--- config.mk ---
export PLATFORM = sky130hd
export DESIGN_NAME = led_scan_ctrl
export DESIGN_NICKNAME = d
export VERILOG_FILES = /design/src/rtl/led_pkg.sv /design/src/rtl/hex_to_7seg.sv /design/src/rtl/led_scan_ctrl.sv
export SDC_FILE = /design/constraint.sdc
export NUM_CORES = 1
export LEC_CHECK = 0
export BUFFER_PORTS_ARGS = -buffer_cell sky130_fd_sc_hd__buf_4
export CAP_MARGIN = 10
export CORE_MARGIN = 5
export CORE_UTILIZATION = 50
export CTS_BUF_LIST = sky130_fd_sc_hd__clkbuf_8
export DETAILED_ROUTE_END_ITERATION = 7
export PLACE_DENSITY = 0.69
export SETUP_SLACK_MARGIN = 0.4
export SLEW_MARGIN = 20
export SYNTH_ARGS = -nofsm -noshare
export SYNTH_HDL_FRONTEND = slang
export SYNTH_SLANG_ARGS = --single-unit
--- constraint.sdc ---
create_clock -name clk -period 18.8 [get_ports clk]
set_clock_uncertainty 0.05 [all_clocks]
set_input_delay 3.76 -clock clk [delete_from_list [all_inputs] [get_ports clk]]
set_output_delay 3.76 -clock clk [all_outputs]
set_load 0.02 [all_outputs]
--- src/rtl/led_pkg.sv ---
// Shared definitions for the LED scan controller: scan state encoding and the
// active-low hex glyph table, bit order {g,f,e,d,c,b,a}.
package led_pkg;

  typedef enum logic [1:0] {
    ST_IDLE  = 2'd0,
    ST_BLANK = 2'd1,
    ST_DRIVE = 2'd2
  } scan_state_e;

  localparam logic [6:0] SEG_OFF = 7'h7F;

  // Entry 0 is the rightmost element: glyphs for F,E,d,C,b,A,9,8,7,6,5,4,3,2,1,0.
  localparam logic [15:0][6:0] SEG_TABLE = {
    7'h0E, 7'h06, 7'h21, 7'h46, 7'h03, 7'h08, 7'h10, 7'h00,
    7'h78, 7'h02, 7'h12, 7'h19, 7'h30, 7'h24, 7'h79, 7'h40
  };

endpackage

--- src/rtl/hex_to_7seg.sv ---
// Combinational hex nibble to active-low 7-segment pattern lookup.
module hex_to_7seg
  import led_pkg::*;
(
  input  logic [3:0] nibble,
  output logic [6:0] seg_n
);

  assign seg_n = SEG_TABLE[nibble];

endmodule

--- src/rtl/led_scan_ctrl.sv ---
// Multiplexed 7-segment scan controller with blank gap, 16-level PWM and a
// double-buffered display image that only changes at frame boundaries.
module led_scan_ctrl
  import led_pkg::*;
#(
  parameter int FPGA_CLK     = 100_000_000,
  parameter int SCAN_HZ      = 1_000,
  parameter int NUM_DIGITS   = 4,
  parameter int BLANK_CYCLES = 100
) (
  input  logic                    clk,
  input  logic                    rst,
  input  logic                    en,
  input  logic                    load,
  input  logic [4*NUM_DIGITS-1:0] digits_in,
  input  logic [NUM_DIGITS-1:0]   dp_in,
  input  logic [NUM_DIGITS-1:0]   digit_en,
  input  logic [3:0]              brightness,
  output logic [NUM_DIGITS-1:0]   an_n,
  output logic [6:0]              seg_n,
  output logic                    dp_n,
  output logic                    frame_done
);

  localparam int DWELL_CYC = FPGA_CLK / SCAN_HZ;
  localparam int DRIVE_CYC = DWELL_CYC - BLANK_CYCLES;
  localparam int CNT_W     = $clog2(DWELL_CYC + 1);
  localparam int IDX_W     = $clog2(NUM_DIGITS);
  localparam int PW        = CNT_W + 5;

  scan_state_e state_q, state_d;
  logic [CNT_W-1:0]        cnt_q, cnt_d, on_cyc_q, on_cyc_d;
  logic [IDX_W-1:0]        idx_q, idx_d;
  logic [4*NUM_DIGITS-1:0] digits_sh_q, digits_sh_d, stg_digits_q, stg_digits_d;
  logic [NUM_DIGITS-1:0]   dp_sh_q, dp_sh_d, stg_dp_q, stg_dp_d;
  logic [NUM_DIGITS-1:0]   den_sh_q, den_sh_d, stg_den_q, stg_den_d;
  logic [3:0]              bright_sh_q, bright_sh_d, stg_bright_q, stg_bright_d;
  logic                    pending_q, pending_d;
  logic [NUM_DIGITS-1:0]   an_n_q, an_n_d;
  logic [6:0]              seg_n_q, seg_n_d;
  logic                    dp_n_q, dp_n_d;
  logic                    frame_done_q, frame_done_d;
  logic                    wrap, frame_start;
  logic [PW-1:0]           on_prod;
  logic [3:0]              cur_nibble;
  logic [6:0]              cur_seg;

  assign on_prod    = (PW'(bright_sh_d) + PW'(1)) * PW'(DRIVE_CYC);
  assign cur_nibble = digits_sh_d[{idx_d, 2'b00} +: 4];

  hex_to_7seg u_dec (
    .nibble (cur_nibble),
    .seg_n  (cur_seg)
  );

  always_comb begin
    state_d      = state_q;
    cnt_d        = cnt_q;
    idx_d        = idx_q;
    on_cyc_d     = on_cyc_q;
    wrap         = 1'b0;
    frame_start  = 1'b0;
    if (!en) begin
      state_d = ST_IDLE;
      cnt_d   = '0;
      idx_d   = '0;
    end else begin
      unique case (state_q)
        ST_IDLE: begin
          state_d     = ST_BLANK;
          cnt_d       = '0;
          idx_d       = '0;
          frame_start = 1'b1;
        end
        ST_BLANK: begin
          if (cnt_q == CNT_W'(BLANK_CYCLES - 1)) begin
            state_d = ST_DRIVE;
            cnt_d   = '0;
          end else begin
            cnt_d = cnt_q + 1'b1;
          end
        end
        ST_DRIVE: begin
          if (cnt_q == CNT_W'(DRIVE_CYC - 1)) begin
            state_d = ST_BLANK;
            cnt_d   = '0;
            if (idx_q == IDX_W'(NUM_DIGITS - 1)) begin
              idx_d       = '0;
              wrap        = 1'b1;
              frame_start = 1'b1;
            end else begin
              idx_d = idx_q + 1'b1;
            end
          end else begin
            cnt_d = cnt_q + 1'b1;
          end
        end
        default: state_d = ST_IDLE;
      endcase
    end

    // Shadow only changes while idle or exactly at the frame wrap; otherwise stage.
    digits_sh_d  = digits_sh_q;
    dp_sh_d      = dp_sh_q;
    den_sh_d     = den_sh_q;
    bright_sh_d  = bright_sh_q;
    stg_digits_d = stg_digits_q;
    stg_dp_d     = stg_dp_q;
    stg_den_d    = stg_den_q;
    stg_bright_d = stg_bright_q;
    pending_d    = pending_q;
    if ((state_q == ST_IDLE || wrap) && load) begin
      digits_sh_d = digits_in;
      dp_sh_d     = dp_in;
      den_sh_d    = digit_en;
      bright_sh_d = brightness;
      pending_d   = 1'b0;
    end else if (wrap && pending_q) begin
      digits_sh_d = stg_digits_q;
      dp_sh_d     = stg_dp_q;
      den_sh_d    = stg_den_q;
      bright_sh_d = stg_bright_q;
      pending_d   = 1'b0;
    end else if (load) begin
      stg_digits_d = digits_in;
      stg_dp_d     = dp_in;
      stg_den_d    = digit_en;
      stg_bright_d = brightness;
      pending_d    = 1'b1;
    end

    if (frame_start) on_cyc_d = CNT_W'(on_prod >> 4);

    // Outputs are registered from next-state values so they line up with the state.
    frame_done_d = wrap;
    an_n_d       = '1;
    seg_n_d      = SEG_OFF;
    dp_n_d       = 1'b1;
    if (state_d != ST_IDLE) begin
      seg_n_d = cur_seg;
      dp_n_d  = ~dp_sh_d[idx_d];
      if (state_d == ST_DRIVE && cnt_d < on_cyc_d && den_sh_d[idx_d])
        an_n_d = ~(NUM_DIGITS'(1) << idx_d);
    end
  end

  always_ff @(posedge clk) begin
    if (rst) begin
      state_q      <= ST_IDLE;
      cnt_q        <= '0;
      idx_q        <= '0;
      on_cyc_q     <= '0;
      digits_sh_q  <= '0;
      dp_sh_q      <= '0;
      den_sh_q     <= '0;
      bright_sh_q  <= '0;
      pending_q    <= 1'b0;
      an_n_q       <= '1;
      seg_n_q      <= SEG_OFF;
      dp_n_q       <= 1'b1;
      frame_done_q <= 1'b0;
    end else begin
      state_q      <= state_d;
      cnt_q        <= cnt_d;
      idx_q        <= idx_d;
      on_cyc_q     <= on_cyc_d;
      digits_sh_q  <= digits_sh_d;
      dp_sh_q      <= dp_sh_d;
      den_sh_q     <= den_sh_d;
      bright_sh_q  <= bright_sh_d;
      pending_q    <= pending_d;
      an_n_q       <= an_n_d;
      seg_n_q      <= seg_n_d;
      dp_n_q       <= dp_n_d;
      frame_done_q <= frame_done_d;
    end
  end

  // Staging contents are only consumed when pending_q is set, so they need no reset.
  always_ff @(posedge clk) begin
    stg_digits_q <= stg_digits_d;
    stg_dp_q     <= stg_dp_d;
    stg_den_q    <= stg_den_d;
    stg_bright_q <= stg_bright_d;
  end

  assign an_n       = an_n_q;
  assign seg_n      = seg_n_q;
  assign dp_n       = dp_n_q;
  assign frame_done = frame_done_q;

endmodule

## After elaboration in Yosys (flattened, before gate mapping)

Memory sizes are Yosys's and may differ from the RTL's. A register that Yosys moved wholly into a read port is not among the register bits.
Index checks and enable logic that the tools add are counted.

- Shift operators: 2
- Mux-type cells: 31
- Eq/ne operators: 6
- Multiply operators: 1
- Magnitude comparators: 2
- Reduce and logical (&&, ||, !) cells: 11
- Divide/modulo/power cells: 0
- Bitwise logic cells: 6
- Add/sub/neg operators: 3

Operators by type and width:

| operator | number |
|---|---|
| two-way mux 17 bit | 4 |
| case mux 17 bit (3 select lines) | 1 |
| two-way mux 16 bit | 2 |
| two-way mux 4 bit | 6 |
| multiplier 5 x 15 -> 19 bit, second input constant | 1 |
| adder 17 x 1 -> 17 bit, second input constant | 1 |
| == test 17 bit, second input constant | 1 |
| == test 17 x 7 -> 1 bit, second input constant | 1 |
| < comparator 17 bit | 1 |
| variable part select 16 x 5 -> 4 bit | 1 |
| two-way mux 2 bit | 6 |
| two-way mux 1 bit | 7 |
| == test 2 bit, second input constant | 3 |
| case mux 2 bit (3 select lines) | 1 |
| OR reduction 3 bit | 2 |
| adder 4 x 1 -> 5 bit, second input constant | 1 |
| NOT 1 bit | 5 |
| binary-select mux 1 bit (select 2 bit) | 2 |
| logical AND 1 bit | 4 |
| NOT 4 bit | 1 |
| case mux 2 bit (2 select lines) | 1 |
| << shifter 1 x 2 -> 4 bit, first input constant | 1 |
| < comparator 2 x 3 -> 1 bit, second input constant | 1 |
| AND reduction 3 bit | 1 |
| 7 further kinds | 7 |

- Memories: 1
- Bits in writable memories: 0
- Bits in registers: 101
- Bits in read-only memories: 112
- Logic and storage cells: 79
- Input port bits: 32
- Bits in latches: 0

Memories:

| name | depth | width | rd ports | clocked after Yosys merged registers in | wr ports | RTL line | text |
|---|---|---|---|---|---|---|---|
| (no name shown) | 16 | 7 | 1 | 1 | 0 | hex_to_7seg.sv:9 | `assign seg_n = SEG_TABLE[nibble];` |

## Depth between registers and ports, before layout

Gate-level depths: netlist of run 1.

- Word-level depth: 16
- Gate-level depth with buffers: 36

## Hierarchy

Synthesis of run 1 repeated with hierarchy kept, for this count alone.

- Cells, all modules: 675
- Area total of the unflattened synthesis: 6383.6 sq um

Modules (own cells, without submodules):

| module | cells each | times used | area an instance (sq um) | seq. area each (sq um) |
|---|---|---|---|---|
| led_scan_ctrl | 643 | 1 | 6108.4 | 2442.3 |
| hex_to_7seg | 32 | 1 | 275.3 | 0.0 |

## Least setup slack after synthesis of run 1

Ideal clock, no wire load.

- Path kind: input to register
- From: input port en
- To: register an_n_q[0] (netlist: an_n[0])
- Required time: 18.620 ns
- Setup time: 0.130 ns
- Data arrival time: 10.416 ns
- Buffers on the path: 4
- Stages on the path: 33
- Slack: 8.204 ns
- Path through: and4b_1 > buf_2 > nand2_1 > o31a_1 > buf_2 > buf_1 > buf_2 > a21oi_1 > nand3_1 > xnor2_1 > fa_1 > fa_1 > inv_1 > ha_1 > ha_1 > a21o_1 > a21oi_1 > o21ai_0 > a21oi_1 > a211oi_1 > a311oi_4 > nor3_1 > a221oi_2 > ha_1 > a21o_1 > a21o_1 > a21o_1 > a21o_1 > a21o_1 > a21oi_1 > o211ai_1 > a211oi_1 > nand2_1

- Cells in the longest elaborated chain, start to end: 12

RTL lines:

| element | RTL line | text |
|---|---|---|
| from (decl) | led_scan_ctrl.sv:13 | `input logic en,` |
| two-way mux 1 bit | led_scan_ctrl.sv:63 | `if (!en) begin` |
| logical AND 1 bit / logical OR 1 bit (equally long branches) | led_scan_ctrl.sv:118, led_scan_ctrl.sv:112 |  |
| two-way mux 4 bit / logical AND 1 bit (equally long branches) | led_scan_ctrl.sv:118, led_scan_ctrl.sv:112 |  |
| two-way mux 4 bit | led_scan_ctrl.sv:112 | `if ((state_q == ST_IDLE \|\| wrap) && load) begin` |
| adder 4 x 1 -> 5 bit | led_scan_ctrl.sv:48 | `assign on_prod = (PW'(bright_sh_d) + PW'(1)) * PW'(DRIVE_CYC);` |
| multiplier 5 x 15 -> 19 bit | led_scan_ctrl.sv:48 |  |
| two-way mux 17 bit | led_scan_ctrl.sv:132 | `if (frame_start) on_cyc_d = CNT_W'(on_prod >> 4);` |
| < comparator 17 bit | led_scan_ctrl.sv:142 | `if (state_d == ST_DRIVE && cnt_d < on_cyc_d && den_sh_d[idx_d])` |
| logical AND 1 bit (2 in series) | led_scan_ctrl.sv:142 |  |
| NOT 1 bit (no line) | - |  |
| OR reduction 3 bit (no line) | - |  |
| to (signal assigned) | led_scan_ctrl.sv:172 | `an_n_q <= an_n_d;` |
| to (decl) | led_scan_ctrl.sv:39 | `logic [NUM_DIGITS-1:0] an_n_q, an_n_d;` |

Several ways; a longest one is shown, not always the timed one. The select of a mux whose other input is x is not followed.
A chain may end at the register's enable or synchronous reset.

## Worst setup path in the final report of run 1

- From: input port en
- To: register an_n_q[1] (netlist: an_n[1])

- Cells in the longest elaborated chain, start to end: 12

RTL lines:

| element | RTL line | text |
|---|---|---|
| two-way mux 1 bit (*) | led_scan_ctrl.sv:63 |  |
| logical AND 1 bit / logical OR 1 bit (equally long branches) | led_scan_ctrl.sv:118, led_scan_ctrl.sv:112 |  |
| two-way mux 4 bit / logical AND 1 bit (equally long branches) | led_scan_ctrl.sv:118, led_scan_ctrl.sv:112 |  |
| two-way mux 4 bit (*) | led_scan_ctrl.sv:112 |  |
| named net bright_sh_d[0] | led_scan_ctrl.sv:37 | `logic [3:0] bright_sh_q, bright_sh_d, stg_bright_q, stg_bright_d;` |
| adder 4 x 1 -> 5 bit (*) | led_scan_ctrl.sv:48 |  |
| multiplier 5 x 15 -> 19 bit (*) | led_scan_ctrl.sv:48 |  |
| two-way mux 17 bit (*) | led_scan_ctrl.sv:132 |  |
| < comparator 17 bit (*) | led_scan_ctrl.sv:142 |  |
| logical AND 1 bit (*) (2 in series) | led_scan_ctrl.sv:142 |  |
| NOT 1 bit (no line) (*) | - |  |
| OR reduction 3 bit (no line) (*) | - |  |

The timed path passes the listed nets; every way through them passes the cells marked *. The select of a mux whose other input is x is not followed.

==> results of run 1 <==
metal layers:
| metal | GRT usage (%) | vias to the layer above |
|---|---|---|
| li1 | - | 2656 |
| met3 | 3.77 | 31 |
| met4 | 8.97 | 0 |
| met1 | 25.8 | 2529 |
| met5 | 0 | - |
| met2 | 34.5 | 129 |
synthesized netlist by cell type (3+ instances only):
cell      instances
nor4_1            8
a211oi_1         22
a31oi_1           8
nor2b_1          14
or3_1             3
o21bai_1          4
mux2i_1          18
nand2_1          67
and2_1            7
buf_6             4
a21o_1           22
nor2_1           94
nand4b_1          5
nand4_1          13
o211ai_1          5
nor3_1           26
xnor2_1          14
a211o_1           3
o21a_1            5
dfxtp_1          80
clkbuf_1         19
nand3_1          16
and3_1           15
o21ai_0          14
edfxtp_1         28
o221ai_1          3
fa_1              6
buf_2            10
xor2_1           14
inv_1            31
a21oi_1          42
ha_1             49
layout make-up:
cell class	count	area, um2	area share [%]
clock buffer	9	124	1.75
clock inverter	7	63.8	0.901
inverter	32	120	1.70
multi-input combinational	549	3750	53.0
sequential	108	2440	34.5
tap	172	215	3.04
timing repair buffer	48	360	5.09
kinds of logic (layout without fill, tap and decap cells):
logic type	Yosys count	count (layout)	share of synthesized area, %
buffers and inverters	69	96	4.94
adders and majority gates	55	55	11.3
DFF	108	108	37.5
muxes	20	20	3.11
xor gates and xnor gates	28	28	3.77
and+or+nand+nor	287	287	21.9
AOI/OAI and AO/OA	159	159	17.5
report_power, final:
part | internal, mW | total, mW | switching (mW)
registers | 0.253 | 0.258 | 0.00452
logic | 0.0787 | 0.189 | 0.110
clock network | 0.0507 | 0.136 | 0.0857
tightest hold or removal path, cell delays in order (launching register included):
cell,delay (ns)
dfxtp_1,0.31
nand2_1,0.06
a21oi_1,0.06
worst paths after layout:
kind | cells past startpoint | slack, ns | endpoint
worst max-delay path | 33 | 7.11 | an_n[1]$_SDFF_PP1_
worst min-delay path | 2 | 0.42 | on_cyc_q[15]$_SDFF_PP0_
worst max register to register | 33 | 9.70 | an_n[1]$_SDFF_PP1_
worst min register to register | 2 | 0.42 | on_cyc_q[15]$_SDFF_PP0_
through the flow:
stage | cell area, um2 | util, %
detailed placement | 6890 | 54.4
global placement | 6890 | 54.4
CTS | 7080 | 55.9
global route | 7080 | 55.9
floorplan | 6510 | -
finish | 7080 | 55.9
state kept, by name (all words and copies together) (netlist names), 4 cells and up:
signal / flops
dp_sh_q: 4
stg_bright_q: 4
cnt_q: 17
an_n: 4
stg_dp_q: 4
stg_digits_q: 16
digits_sh_q: 16
den_sh_q: 4
on_cyc_q: 17
seg_n: 7
bright_sh_q: 4
stg_den_q: 4
==> impl_metrics.py, run 1 <==
metrics = {
    "status": {
        "status": "completed",
    },
    "placement": {
        "dpl.hpwl_mm": 11.7,
        "dp.cells": 909,
        "post-place-ws_ns": 6.78,
        "numPortBuffers": 44,
        "gp_congestion": 0.878,
    },
    "critical_path": {
        "crit_path_max_fanout": 20,
        "critPathMaxStageDelay_ns": 0.58,
        "cp-startpoint": "en",
        "cpMostUsedCell": "a21o_1",
        "path_class": "in2reg",
        "worst_setup_path_end_kind": "register",
        "worst_r2r_startpoint": "cnt_q[0]$_SDFF_PP0_",
        "worstPathBufferInverterCount": 4,
        "worstPathArrival_ns": 11.91,
        "required_ns": 19.02,
        "critPathLaunchType": "input port",
        "crit_family": "compound AO/OA/AOI/OAI gates",
        "cpMaxStageDelayCell": "a211oi_1",
    },
    "detailed_routing": {
        "top_layer": "met4",
        "num_vias": 5345,
        "wl_met2_mm": 7.42,
        "viasPerCell": 5.78,
        "drc": 0,
        "drtIter0Drc": 413,
        "wl_per_cell_um": 16.7,
        "drt_first_pass_iters": 5,
        "routed_wl_mm": 15.5,
        "wl_met1_mm": 6.71,
        "route.met3.wl_um": 832,
        "ant_nets": 0,
    },
    "die": {
        "die_x_um": 124,
        "coreArea_mm2": 0.0127,
        "die_h_um": 124,
        "start_util_pct": 51.4,
        "dieArea_mm2": 0.0154,
        "io_pins": 45,
        "rows": 41,
    },
    "power": {
        "leakage_nw": 2.84,
        "ir_worst_vdd_v": 0.0000533,
        "powerDensity_mw_per_mm2": 82.3,
        "total_power_mw": 0.583,
    },
    "clocking": {
        "cts_setup_buffers": 0,
        "clk_pin_slew_worst_paths_ns": 0.11,
        "clock_latency_ns": 0.40,
        "cts_root_buf": "clkbuf_8",
        "cts_resized": 0,
        "cts_buffers": 9,
        "cts.hold.buffers_added": 0,
        "cts_max_level": 3,
        "ctsLongestPathBuffers": 2,
        "clock-sinks": 108,
        "cts_tree": "done",
    },
    "synthesis": {
        "synth_top_area_cell": "dfxtp_1",
        "synth_ff_type": "dfxtp_1",
        "synth_seq_area_share_pct": 37.5,
        "synth_cell_type_count": 74,
        "synth_nets": 813,
        "syn_area_mm2": 0.00651,
        "syn_inst": 726,
        "synth_seq_cells": 108,
        "ys_warn_count": 0,
        "syn_avg_cell_area_um2": 8.97,
        "synth_top_area_share_pct": 24.6,
        "async_flop_share_pct": 0,
        "synth-edff-count": 28,
        "ys_top_cells_by_area": "dfxtp_1 (25%), edfxtp_1 (13%), ha_1 (9.4%), nor2_1 (5.4%), nand2_1 (3.9%)",
    },
    "final_layout": {
        "final_cells": 925,
        "antenna_cells": 0,
        "layout.nets": 835,
        "nFillCells": 1183,
        "layout_commonest_cell": "nor2_1",
        "drive_above_1_share_pct": 11.6,
        "area_delta_synth_final_pct": 8.76,
        "most-common-layout-cells": "nor2_1 (93), dfxtp_1 (80), nand2_1 (67)",
    },
    "min_path": {
        "holdCritPathClass": "reg2reg",
        "worstHoldStart": "on_cyc_q[15]$_SDFF_PP0_",
    },
    "timing": {
        "rsz0062_at_grt": "false",
        "tns_ns": 0,
        "fmax_mhz": 85.6,
        "min_period_ns": 11.69,
        "timing.final.crit_share_pct": 62.2,
        "finalSetupViolCount": 0,
        "whs_ns": 0.420,
        "max_slew_margin_pct": 28.8,
        "hold_viol": 0,
        "finalWorstSetupSlack_ns": 7.11,
        "finalMaxSlewViolations": 0,
        "worst_slew_pin_slew_ns": 1.07,
    },
    "flow_run": {
        "maxCapViolations": 0,
    },
    "global_routing": {
        "grt_pass1_wl_mm": 24.9,
        "grt_pass1_vias": 5065,
        "grt_antenna_before_repair": 0,
        "globalRouteTotalUtil_pct": 20.5,
        "overflow": 0,
        "grt_max_degree": 67,
    },
}
Power figures use the tool's default switching activity.
==> inputs of run 2 (changes only) <==
Settings changed: ABC_AREA from default to 1.
Clock period 18.8 ns to 12.2 ns, I/O delays scaled along.
==> run 2 against run 1 <==
  * Combinational power rose by 22%
  * Sequential power increased by 52%
  * Register-to-register slack worse by 5.4 ns
  * Final area rose by 0.97%
  * First-iteration DRC count increased by 6.8%
  * Sequential cell count is the same
  * Highest routed layer unchanged
==> impl_metrics.py, run 2 <==
metrics = {
    "clocking": {
        "cts_buffers": 9,
        "cts_setup_buffers": 0,
        "cts_resized": 0,
        "cts.hold.buffers_added": 0,
        "cts_tree": "done",
        "clk_pin_slew_worst_paths_ns": 0.10,
        "cts_root_buf": "clkbuf_8",
        "cts_max_level": 3,
        "ctsLongestPathBuffers": 2,
        "clock_latency_ns": 0.38,
        "clock-sinks": 108,
    },
    "final_layout": {
        "drive_above_1_share_pct": 15.0,
        "layout.nets": 974,
        "antenna_cells": 0,
        "most-common-layout-cells": "nand2_1 (168), nor2_1 (108), inv_1 (89)",
        "fin_area_mm2": 0.00715,
        "layout_commonest_cell": "nand2_1",
        "final_util_pct": 56.0,
        "area_delta_synth_final_pct": 8.73,
        "top_regs": "cnt_q (17), on_cyc_q (17)",
    },
    "critical_path": {
        "r2r_cells": 40,
        "required_ns": 12.40,
        "cpMaxStageDelayCell": "nand2_2",
        "worst_setup_path_end_kind": "register",
        "worst_r2r_startpoint": "cnt_q[0]$_SDFF_PP0_",
        "crit_path_max_fanout": 56,
        "path_class": "in2reg",
        "worst_r2r_endpoint": "an_n[0]$_SDFF_PP1_",
        "cpMostUsedCell": "a21oi_1",
        "r2r_slack_ns": 4.25,
        "worstPathArrival_ns": 9.36,
        "critPathLaunchType": "input port",
        "critPathMaxStageDelay_ns": 0.57,
    },
    "placement": {
        "numPortBuffers": 44,
        "dpl.hpwl_mm": 11.0,
        "gp_congestion": 0.898,
        "place_area_mm2": 0.00697,
    },
    "die": {
        "rows": 41,
        "io_pins": 45,
        "coreArea_mm2": 0.0128,
        "die_h_um": 125,
        "start_util_pct": 51.5,
        "dieArea_mm2": 0.0155,
        "die_x_um": 125,
    },
    "timing": {
        "timing.final.crit_share_pct": 75.1,
        "hold_viol": 0,
        "tns_ns": 0,
        "min_period_ns": 9.16,
        "worst_slew_pin_slew_ns": 1.03,
        "rsz0062_at_grt": "false",
        "finalSetupViolCount": 0,
        "fmax_mhz": 109,
        "whs_ns": 0.460,
        "finalMaxSlewViolations": 0,
        "max_slew_margin_pct": 30.9,
    },
    "global_routing": {
        "globalRouteTotalUtil_pct": 18.9,
        "grt_pass1_wl_mm": 24.8,
        "overflow": 0,
        "grt_max_degree": 69,
        "grt_pass1_vias": 5258,
        "grt_antenna_before_repair": 0,
    },
    "detailed_routing": {
        "wl_per_cell_um": 13.7,
        "drt_first_pass_iters": 6,
        "ant_nets": 0,
        "num_vias": 5483,
        "viasPerCell": 5.15,
        "drtIter0Drc": 441,
        "drc": 0,
        "routed_wl_mm": 14.6,
    },
    "synthesis": {
        "synth.top_cells.by_count": "nand2_1 (168), nor2_1 (109), inv_1 (89)",
        "ys_warn_count": 0,
        "synth_top_area_cell": "dfxtp_1",
        "synth_ff_type": "dfxtp_1",
        "synth-edff-count": 28,
        "async_flop_share_pct": 0,
        "syn_area_mm2": 0.00658,
        "synth_nets": 945,
        "syn_avg_cell_area_um2": 7.66,
        "ys_top_cells_by_area": "dfxtp_1 (24%), edfxtp_1 (13%), nand2_1 (9.6%), ha_1 (9.3%), nor2_1 (6.2%)",
        "synth_cell_type_count": 44,
        "synth_top_area_share_pct": 24.4,
        "synth.most_common_cell": "nand2_1",
        "synth_seq_cells": 108,
        "synth_seq_area_share_pct": 37.1,
        "syn_inst": 858,
    },
    "min_path": {
        "worstHoldStart": "on_cyc_q[10]$_SDFF_PP0_",
        "holdCritPathClass": "reg2reg",
        "whs_endpoint": "on_cyc_q[10]$_SDFF_PP0_",
        "whs_path_depth": 2,
    },
    "power": {
        "ir_worst_vdd_v": 0.0000725,
        "powerDensity_mw_per_mm2": 116,
        "leakage_nw": 3.14,
        "total_power_mw": 0.833,
    },
    "status": {
        "status": "completed",
    },
    "flow_run": {
        "maxCapViolations": 0,
    },
}
==> run 2: per-layer routing <==
layer	track usage [%]	up-vias	share of wire, %
li1	-	2866	-
met4	5.87	0	1.7
met3	2.74	21	3.9
met1	27.8	2475	52
met2	28.6	121	42
met5	0	-	0
==> run 2: worst max-delay path: cells and delay by family <==
kind	cells	cell delay, ns
AO/OA/AOI/OAI	11	1.65
adder cells (fa/ha/maj)	6	2.20
buffers and inverters	5	0.65
AND/OR/NAND/NOR	14	2.42
==> run 2: how the worst max path moves through the flow <==
stage,start,to,slack (ns),cells past startpoint
2_1_floorplan,en,an_n[0]$_SDFF_PP1_,4.35,36
3_3_place_gp,en,an_n[1]$_SDFF_PP1_,2.88,36
3_5_place_dp,en,an_n[1]$_SDFF_PP1_,2.71,36
4_1_cts,en,an_n[0]$_SDFF_PP1_,3.12,36
5_1_grt,en,an_n[2]$_SDFF_PP1_,2.37,36
6_report,en,an_n[0]$_SDFF_PP1_,3.04,36
==> run 2: final cells by class <==
class	instances	area, um2
well taps	172	215
inverters	109	412
flip-flops and latches	108	2440
multi-input cells	614	3560
clock inverters	7	57.6
fillers	1224	5620
repair buffers	45	338
clock buffers	9	124
==> run 2: report_power, final <==
part	switching (mW)	internal [mW]	leakage (nW)
logic	0.143	0.0868	2.13
clock network	0.132	0.0777	0.0951
registers	0.00542	0.387	0.914
total	0.281	0.552	3.14
==> run 2: per-stage QoR <==
stage          setup slack (ns)  std cells
2_1_floorplan              4.35        858
3_3_place_gp               2.88       1048
3_5_place_dp               2.71       1048
4_1_cts                    3.12       1064
5_1_grt                    2.37       1064
6_report                   3.04       1064
==> run 2: cell families after synthesis <==
group | Yosys count | share of synthesized area (%)
XOR/XNOR | 18 | 2.40
adder cells (fa/ha/maj) | 55 | 11.2
flip-flops | 108 | 37.1
AND/OR/NAND/NOR | 444 | 31.8
buffers and inverters | 136 | 8.73
AO/OA/AOI/OAI | 94 | 8.35
multiplexers | 3 | 0.457
